## src/rtl/counter_call_dispatcher.sv

```systemverilog
// Purpose: assign the oldest waiting ticket number to the next requesting counter (A..E), round-robin.
// Latency: grant registered one clock after the request/ticket edge is captured; HOLD_CYCLES+1 clocks between grants.
// Backpressure: none; requests stay pending until served, and a ticket issued with the queue full is dropped with ticket_reject.
//
// Ports:
//   clk, rst             single rising-edge clock, synchronous active-low reset
//   ticket_in            ticket issued (level, rising edge counted once)
//   call_req[4:0]        per-counter call request, bit 0 = A .. bit 4 = E (level, rising edge per bit)
//   number_service       most recently called number
//   counter_call         counter that received number_service, 1 = A .. 5 = E, 0 = none
//   call_valid           one-cycle pulse per grant
//   A..E_serviceNumber   number currently served at each counter
//   waiting              issued but not yet called tickets
//   ticket_reject        one-cycle pulse when a ticket is dropped because the queue is full
module counter_call_dispatcher #(
  parameter int NUM_W       = 6,
  parameter int HOLD_CYCLES = 2
) (
  input  logic             clk,
  input  logic             rst,
  input  logic             ticket_in,
  input  logic [4:0]       call_req,
  output logic [NUM_W-1:0] number_service,
  output logic [2:0]       counter_call,
  output logic             call_valid,
  output logic [NUM_W-1:0] A_serviceNumber,
  output logic [NUM_W-1:0] B_serviceNumber,
  output logic [NUM_W-1:0] C_serviceNumber,
  output logic [NUM_W-1:0] D_serviceNumber,
  output logic [NUM_W-1:0] E_serviceNumber,
  output logic [NUM_W-1:0] waiting,
  output logic             ticket_reject
);

  localparam logic [NUM_W-1:0] NUM_MAX   = {NUM_W{1'b1}};
  localparam logic [NUM_W-1:0] NUM_ONE   = NUM_W'(1);
  localparam int               HOLD_W    = (HOLD_CYCLES < 2) ? 1 : $clog2(HOLD_CYCLES + 1);
  localparam logic [HOLD_W-1:0] HOLD_INIT = HOLD_W'(HOLD_CYCLES);
  localparam logic [HOLD_W-1:0] HOLD_ONE  = HOLD_W'(1);

  typedef enum logic {
    ST_IDLE,
    ST_ANNOUNCE
  } state_e;

  // State and datapath registers
  state_e            state_q, state_d;
  logic [HOLD_W-1:0] hold_cnt_q, hold_cnt_d;
  logic [NUM_W-1:0]  next_call_q, next_call_d;
  logic [NUM_W-1:0]  waiting_q, waiting_d;
  logic [4:0]        pending_q, pending_d;
  logic [2:0]        rr_ptr_q, rr_ptr_d;
  logic              ticket_prev_q, ticket_prev_d;
  logic [4:0]        req_prev_q, req_prev_d;

  // Output registers
  logic [NUM_W-1:0]  number_q, number_d;
  logic [2:0]        counter_q, counter_d;
  logic              call_valid_q, call_valid_d;
  logic              reject_q, reject_d;
  logic [NUM_W-1:0]  svc_q [5];
  logic [NUM_W-1:0]  svc_d [5];

  // Edge detection against the previous sample
  logic       ticket_edge;
  logic [4:0] req_edge;
  assign ticket_edge = ticket_in & ~ticket_prev_q;
  assign req_edge    = call_req & ~req_prev_q;

  // Cyclic successor over the five counters
  function automatic logic [2:0] wrap_inc(input logic [2:0] p);
    return (p >= 3'd4) ? 3'd0 : p + 3'd1;
  endfunction

  // Round-robin pick: first pending counter strictly after rr_ptr, wrapping.
  // The last candidate visited is rr_ptr itself, so a lone requester still wins.
  logic       grant_hit;
  logic [2:0] grant_idx;
  logic [2:0] cand;

  always_comb begin
    grant_hit = 1'b0;
    grant_idx = 3'd0;
    cand      = rr_ptr_q;
    for (int k = 0; k < 5; k++) begin
      cand = wrap_inc(cand);
      if (!grant_hit && pending_q[cand]) begin
        grant_hit = 1'b1;
        grant_idx = cand;
      end
    end
  end

  // Next-state, datapath and output logic
  logic       grant;
  logic       tix_accept;
  logic [4:0] grant_mask;

  always_comb begin
    state_d       = state_q;
    hold_cnt_d    = hold_cnt_q;
    next_call_d   = next_call_q;
    waiting_d     = waiting_q;
    rr_ptr_d      = rr_ptr_q;
    number_d      = number_q;
    counter_d     = counter_q;
    call_valid_d  = 1'b0;
    reject_d      = 1'b0;
    ticket_prev_d = ticket_in;
    req_prev_d    = call_req;
    grant         = 1'b0;
    grant_mask    = 5'b0;
    for (int i = 0; i < 5; i++) begin
      svc_d[i] = svc_q[i];
    end

    case (state_q)
      ST_IDLE: begin
        // Decision uses registered waiting/pending only; same-cycle edges wait a clock.
        if ((waiting_q != '0) && grant_hit) begin
          grant        = 1'b1;
          number_d     = next_call_q;
          counter_d    = grant_idx + 3'd1;
          call_valid_d = 1'b1;
          rr_ptr_d     = grant_idx;
          next_call_d  = (next_call_q == NUM_MAX) ? NUM_ONE : next_call_q + NUM_ONE;
          hold_cnt_d   = HOLD_INIT;
          state_d      = ST_ANNOUNCE;
        end
      end
      ST_ANNOUNCE: begin
        hold_cnt_d = hold_cnt_q - HOLD_ONE;
        if (hold_cnt_q == HOLD_ONE) begin
          state_d = ST_IDLE;
        end
      end
      default: begin
        state_d = ST_IDLE;
      end
    endcase

    for (int i = 0; i < 5; i++) begin
      if (grant && (grant_idx == 3'(i))) begin
        grant_mask[i] = 1'b1;
        svc_d[i]      = next_call_q;
      end
    end

    // A request edge on a counter being granted this cycle is absorbed by that grant.
    pending_d = (pending_q | req_edge) & ~grant_mask;

    // Full check uses the pre-update count, so a grant in the same cycle does not
    // rescue a ticket that arrived while the queue was full.
    tix_accept = ticket_edge && (waiting_q != NUM_MAX);
    reject_d   = ticket_edge && (waiting_q == NUM_MAX);

    case ({tix_accept, grant})
      2'b10:   waiting_d = waiting_q + NUM_ONE;
      2'b01:   waiting_d = waiting_q - NUM_ONE;
      default: waiting_d = waiting_q;
    endcase
  end

  always_ff @(posedge clk) begin
    if (!rst) begin
      state_q       <= ST_IDLE;
      hold_cnt_q    <= '0;
      next_call_q   <= NUM_ONE;
      waiting_q     <= '0;
      pending_q     <= '0;
      rr_ptr_q      <= 3'd4;
      ticket_prev_q <= 1'b0;
      req_prev_q    <= '0;
      number_q      <= '0;
      counter_q     <= '0;
      call_valid_q  <= 1'b0;
      reject_q      <= 1'b0;
      for (int i = 0; i < 5; i++) begin
        svc_q[i] <= '0;
      end
    end else begin
      state_q       <= state_d;
      hold_cnt_q    <= hold_cnt_d;
      next_call_q   <= next_call_d;
      waiting_q     <= waiting_d;
      pending_q     <= pending_d;
      rr_ptr_q      <= rr_ptr_d;
      ticket_prev_q <= ticket_prev_d;
      req_prev_q    <= req_prev_d;
      number_q      <= number_d;
      counter_q     <= counter_d;
      call_valid_q  <= call_valid_d;
      reject_q      <= reject_d;
      for (int i = 0; i < 5; i++) begin
        svc_q[i] <= svc_d[i];
      end
    end
  end

  assign number_service  = number_q;
  assign counter_call    = counter_q;
  assign call_valid      = call_valid_q;
  assign ticket_reject   = reject_q;
  assign waiting         = waiting_q;
  assign A_serviceNumber = svc_q[0];
  assign B_serviceNumber = svc_q[1];
  assign C_serviceNumber = svc_q[2];
  assign D_serviceNumber = svc_q[3];
  assign E_serviceNumber = svc_q[4];

endmodule

```

## config.mk

```make
export PLATFORM = sky130hd
export DESIGN_NAME = counter_call_dispatcher
export DESIGN_NICKNAME = d
export VERILOG_FILES = /design/src/rtl/counter_call_dispatcher.sv
export SDC_FILE = /design/constraint.sdc
export NUM_CORES = 1
export LEC_CHECK = 0
export ABC_AREA = 0
export CAP_MARGIN = 20
export CELL_PAD_IN_SITES_DETAIL_PLACEMENT = 0
export CELL_PAD_IN_SITES_GLOBAL_PLACEMENT = 1
export CORE_MARGIN = 2
export CORE_UTILIZATION = 41
export DETAILED_ROUTE_END_ITERATION = 16
export HOLD_SLACK_MARGIN = 0.1
export MAX_ROUTING_LAYER = met4
export PLACE_DENSITY = 0.83
export SETUP_SLACK_MARGIN = 0.3
export SLEW_MARGIN = 0
export SYNTH_ARGS = -nofsm -noshare
export SYNTH_HDL_FRONTEND = slang
export SYNTH_SLANG_ARGS = --single-unit
```

## constraint.sdc

```tcl
create_clock -name clk -period 7.97 [get_ports clk]
set_clock_uncertainty 0.15 [all_clocks]
set_input_delay 1.594 -clock clk [delete_from_list [all_inputs] [get_ports clk]]
set_output_delay 1.594 -clock clk [all_outputs]
set_load 0.02 [all_outputs]
```

* Yosys cells after proc, flatten, opt, wreduce, memory -nomap -nowiden
Memory sizes are Yosys's and may differ from the RTL's.
Index checks and enable logic that the tools add are counted.
** Storage, ports and cells
- Input port bits :: 8
- Word-level logic and storage cells :: 127
- RAM bits :: 30
- Flip-flop bits (word level) :: 40
- Memories :: 1
- Output and inout port bits :: 47
** Memories
- svc_q :: depth 5, width 6, read ports 5, clocked after Yosys merged registers in 0, write ports 5, line 61 : logic [NUM_W-1:0] svc_q [5];
** Operators by class
- Reduce and logical (&&, ||, !) cells :: 20
- $lt $le $gt $ge :: 10
- Eq/ne operators :: 11
- Add/subtract/negate cells :: 10
- Bitwise gates (word level) :: 13
- Mux-type cells :: 50
** Operators with widths (number)
- $mux 6 :: 11
- $mux 3 :: 10
- $lt 3x4->1 const B :: 5
- $mux 1 :: 20
- $add 3x1->3 const B :: 6
- $bmux 1 s3 :: 5
- $ge 3x3->1 const B :: 5
- $add 6x1->6 const B :: 2
- $eq 6x6->1 const B :: 2
- $logic_and 1x1->1 :: 12
- $pmux 6 s2 :: 1
- $and 5x5->5 :: 2
- $not 5->5 :: 2
- $eq 3x2->1 const B :: 2
- $ne 6x6->1 const B :: 1
- $reduce_bool 6->1 :: 1
- $sub 6x1->6 const B :: 1
- $or 1x1->1 :: 5
- $or 5x5->5 :: 1
- $eq 2x1->1 const B :: 2
- $logic_not 1->1 :: 4
- $pmux 2 s2 :: 1
- $eq 3x1->1 const B :: 1
- $eq 3x3->1 const B :: 1
- other kinds (10) :: 11

* Depth between registers and ports, before layout
- Depth in word-level cells :: 24
- Gate-level depth with buffers :: 29
- Depth with buffers taken out :: 26

* Least setup slack after synthesis
Ideal clock, no wire load.
- Kind :: register -> register
- From :: register rr_ptr_q[0]
- To :: register waiting_q[5], in the netlist waiting[5]
- Path buffers :: 3
- Stages on the path, launching flop included :: 30
- Period minus slack after synthesis :: 5999 ps
- Library setup time :: 72 ps
- Required time :: 7748 ps
- Data arrival time :: 5778 ps
- Path slack :: 1971 ps
- Cell sequence :: dfxtp_1 buf_2 inv_1 ha_1 inv_1 nor2_1 ha_1 and2_1 ha_1 inv_1 a21oi_1 ha_1 and2_1 ha_1 nor3_1 a311oi_1 a221o_1 buf_2 o21ai_4 inv_4 buf_6 ha_1 ha_1 a21o_1 a21oi_1 o21bai_1 a21oi_1 xor2_1 or3_1 a21oi_1
** Between the ends
- Cells in the longest elaborated chain, start to end :: 22
- Elaborated cells between the ends (all ways) :: 45
- Classes of those cells :: 5 x add/sub; 5 x order compare; 2 x eq/ne; 23 x mux; 10 x reduce/logical
** Ends and longest elaborated chain
- start: declaration :: line 52 : logic [2:0] rr_ptr_q, rr_ptr_d;
- start signal: assignment :: line 187 : rr_ptr_q <= rr_ptr_d;
- $add 3x1->3 / $ge 3x3->1 (equally long branches) :: line 72 : return (p >= 3'd4) ? 3'd0 : p + 3'd1;
- $mux 3 * :: line 72
- branches (longest 14 deep; another with $add 3x1->3)
- $mux 1 * :: line 87 : if (!grant_hit && pending_q[cand]) begin
- $logic_and 1x1->1 * :: line 120 : if ((waiting_q != '0) && grant_hit) begin
- $mux 1 * :: line 120
- $mux 1 *
- $eq 2x1->1 / $eq 2x2->1 (equally long branches) :: line 157 : case ({tix_accept, grant})
- $pmux 6 s2 / $reduce_bool 2->1 (equally long branches)
- end signal: assignment :: line 185 : waiting_q <= waiting_d;
- end: declaration :: line 50 : logic [NUM_W-1:0] waiting_q, waiting_d;
Mark *: on every way between the ends. The select of a mux whose other input is x is not followed.
A chain may end at the register's enable or synchronous reset.

* Worst setup path in the final report
Same ends and word-level chain as after synthesis.

==> flow_summary.toml <==
[outcome]
outcome = "finished clean"

[logic_synthesis]
synth_most_common_cell = "dfxtp_1"
synthCells = 400
yosys.cell_types.count = 69
yosys.area_share.simple_pct = 20.0
yosysWarnings = 0
async_reset_ff_share_pct = 0
yosysTopAreaCell = "dfxtp_1"
synth-xor-area-share_pct = 2.17
synthAdderAreaFrac_pct = 6.76
ys_ff_latch = 70
avgSynthCellArea_um2 = 9.06
synth_compound_area_share_pct = 17.7
muxShareOfSynthArea_pct = 9.14
ys_top_cells_by_count = "70 x dfxtp_1, 54 x nand2_1, 32 x mux2i_1"
synthTopCellsByArea = "dfxtp_1 39%, mux2i_1 8.8%, ha_1 6.2%, nand2_1 5.6%, a21oi_1 3.0%"
syn_nets = 427
yosys.area.top_type_share_pct = 38.6
synth_edf_count = 0
ys.flop_type = "dfxtp_1"
synth_area_um2 = 3630
synth_top_family_by_area = "simple AND/OR/NAND/NOR gates"
yosysSeqAreaShare_pct = 38.6

[cells_and_area]
nNetsFinal = 476
fill_cells = 821
seq_area_um2 = 1400
diodes = 0
multiInputGateArea_um2 = 2020
drive_above_1_share_pct = 10.8
fin_util_pct = 51.1
area_growth_pct = 21.6

[worst_setup_path]
setup.worst_path.end_class = "flip-flop"
required_ns = 8.10
crit_type = "reg -> reg"
cp.arrival_ns = 7.10
cp_max_fo = 19
start_kind = "flip-flop"

[timing]
rsz0062_at_grt = "false"
setup_ws_ns = 1.00
worst_pin_slew_ns = 0.715
holdWs_ns = 0.309
max_freq_ghz = 0.144
drv_slew = 0
finalHoldViolations = 0
post-route-period-util_pct = 87.4
setup_viol = 0
slew_headroom_pct = 52.1
tns_ns = 0
fin_crit_ns = 6.97

[pwr]
power_mw = 1.86
peakVddDrop_v = 0.000219
p_leak_nw = 1.68
p_per_area_nw_per_um2 = 422

[clock_tree]
clock-sinks = 70
cts_made_buffers = 9
path_clk_slew_ns = 0.08
root_buffer = "clkbuf_8"
clockBufferDepth = 2
cts_hold_buf = 0
cts_tree = "built"
cts_resized = 0
cts.htree.levels = 3
clk_latency_ns = 0.35
cts_setup_buffers = 0

[floorplanning]
die_y_um = 98.0
pin_count = 55
core_area_um2 = 8640
start_util_pct = 42.0
rows = 34
die_area_um2 = 9610
die_x_um = 98.0

[global_routing]
grt_overflow = 0
grt_pass1_wl_mm = 14.5
grt_usage_pct = 19.2
grt_max_degree = 46
grt_antenna_before_repair = 0
grt_pass1_vias = 2915

[routing]
drt-total-wl_mm = 8.61
ant_nets = 0
vias = 3054
initialDrtViolationCount = 121
avgRoutedWirePerCell_um = 15.4
firstDrtPassIters = 4
drcViolationCount = 0
avgViaCountPerCell = 5.44

[placement]
portBuffers = 54
routabilityCongestion = 0.873
dp_hpwl_mm = 6.11
dp_slack_ns = 1.09

[job]
max_cap_violations = 0

[min_path]
hp-class = "reg -> reg"
cells in the final DEF, fill, tap and decap left out, types with 3 or more instances in the layout:
master,synthesis,final
nand2_1,54,54
nor3_1,8,8
clkbuf_8,0,10
a21oi_2,7,7
nand2_2,5,5
xnor2_1,4,4
nor2b_1,3,3
xor2_1,5,5
o21bai_1,3,3
nand4_1,7,7
and3_1,3,3
clkdlybuf4s50_1,0,54
o21ai_0,12,12
dfxtp_1,70,70
o211ai_1,6,6
ha_1,18,18
and2_1,7,7
inv_1,24,24
a21oi_1,22,22
nor2_1,29,29
nand3_1,3,3
mux2i_1,32,32
a31oi_1,3,3
routing by layer:
metal	part of all wire (%)	track usage (%)
met1	46	24.6
met2	48	29.3
met3	4.2	4.87
met4	1.8	6.73
met5	0	-
worst max-delay path, cell delays in order (launching register included):
cell,delay [ns]
dfxtp_1,0.59
inv_1,0.12
ha_1,0.31
inv_1,0.18
nor2_1,0.07
ha_1,0.35
and2_1,0.17
ha_1,0.28
inv_1,0.07
a21oi_1,0.25
ha_1,0.25
nand2_1,0.06
o2bb2ai_1,0.38
mux2i_1,0.24
nor3_1,0.08
or4b_4,0.65
o21ai_4,0.61
inv_4,0.19
ha_1,0.36
ha_1,0.31
a21o_1,0.18
a21oi_1,0.23
o21bai_1,0.09
a21oi_1,0.17
xor2_1,0.10
or3_1,0.31
a21oi_1,0.13
where the power goes:
| group | internal (mW) | switching, mW | total, mW | leakage [nW] |
|---|---|---|---|---|
| Clock | 0.152 | 0.133 | 0.285 | 0.0948 |
| Sequential | 0.406 | 0.0706 | 0.477 | 0.571 |
| Combinational | 0.424 | 0.677 | 1.10 | 1.01 |
| Total | 0.982 | 0.881 | 1.86 | 1.68 |
area by class of cell:
class | instances | area share, %
clock inverter | 5 | 1.33
timing repair buffer | 56 | 12.6
sequential | 70 | 31.8
inverter | 25 | 2.19
clock buffer | 10 | 3.12
tap | 108 | 3.06
multi-input combinational | 287 | 45.9
flip-flops by register name (all words and copies together) (netlist names), 2 cells and up:
signal and flops:
svc_q 30, next_call_q 6, number_service 6, waiting 6, pending_q 5, req_prev_q 5
counter_call 3, rr_ptr_q 3, hold_cnt_q 2
path summary, 6_finish.rpt:
check,from,to,slack [ns],depth (start not counted)
min,svc_q[0][23]$_SDFFE_PN0P_,svc_q[0][23]$_SDFFE_PN0P_,0.31,2
max,rr_ptr_q[0]$_SDFFE_PN0P_,waiting[5]$_SDFFE_PN0P_,1.00,26
max reg2reg,rr_ptr_q[0]$_SDFFE_PN0P_,waiting[5]$_SDFFE_PN0P_,1.00,26
min reg2reg,svc_q[0][23]$_SDFFE_PN0P_,svc_q[0][23]$_SDFFE_PN0P_,0.31,2
stage by stage:
step / area (um^2) / std cells
finish: 4410 / 561
global route: 4410 / 561
CTS: 4410 / 561
detailed placement: 4210 / 546
global placement: 4210 / 546
floorplan: 3630 / 400
cell families (layout without fill, tap and decap cells):
| kind of cell | count (synthesis) | in the layout |
|---|---|---|
| buffers and inverters | 43 | 96 |
| XOR/XNOR | 9 | 9 |
| AO/OA/AOI/OAI | 84 | 84 |
| multiplexers | 33 | 33 |
| adder cells (fa/ha/maj) | 19 | 19 |
| flip-flops | 70 | 70 |
| AND/OR/NAND/NOR | 142 | 142 |
Power figures use the tool's default switching activity.
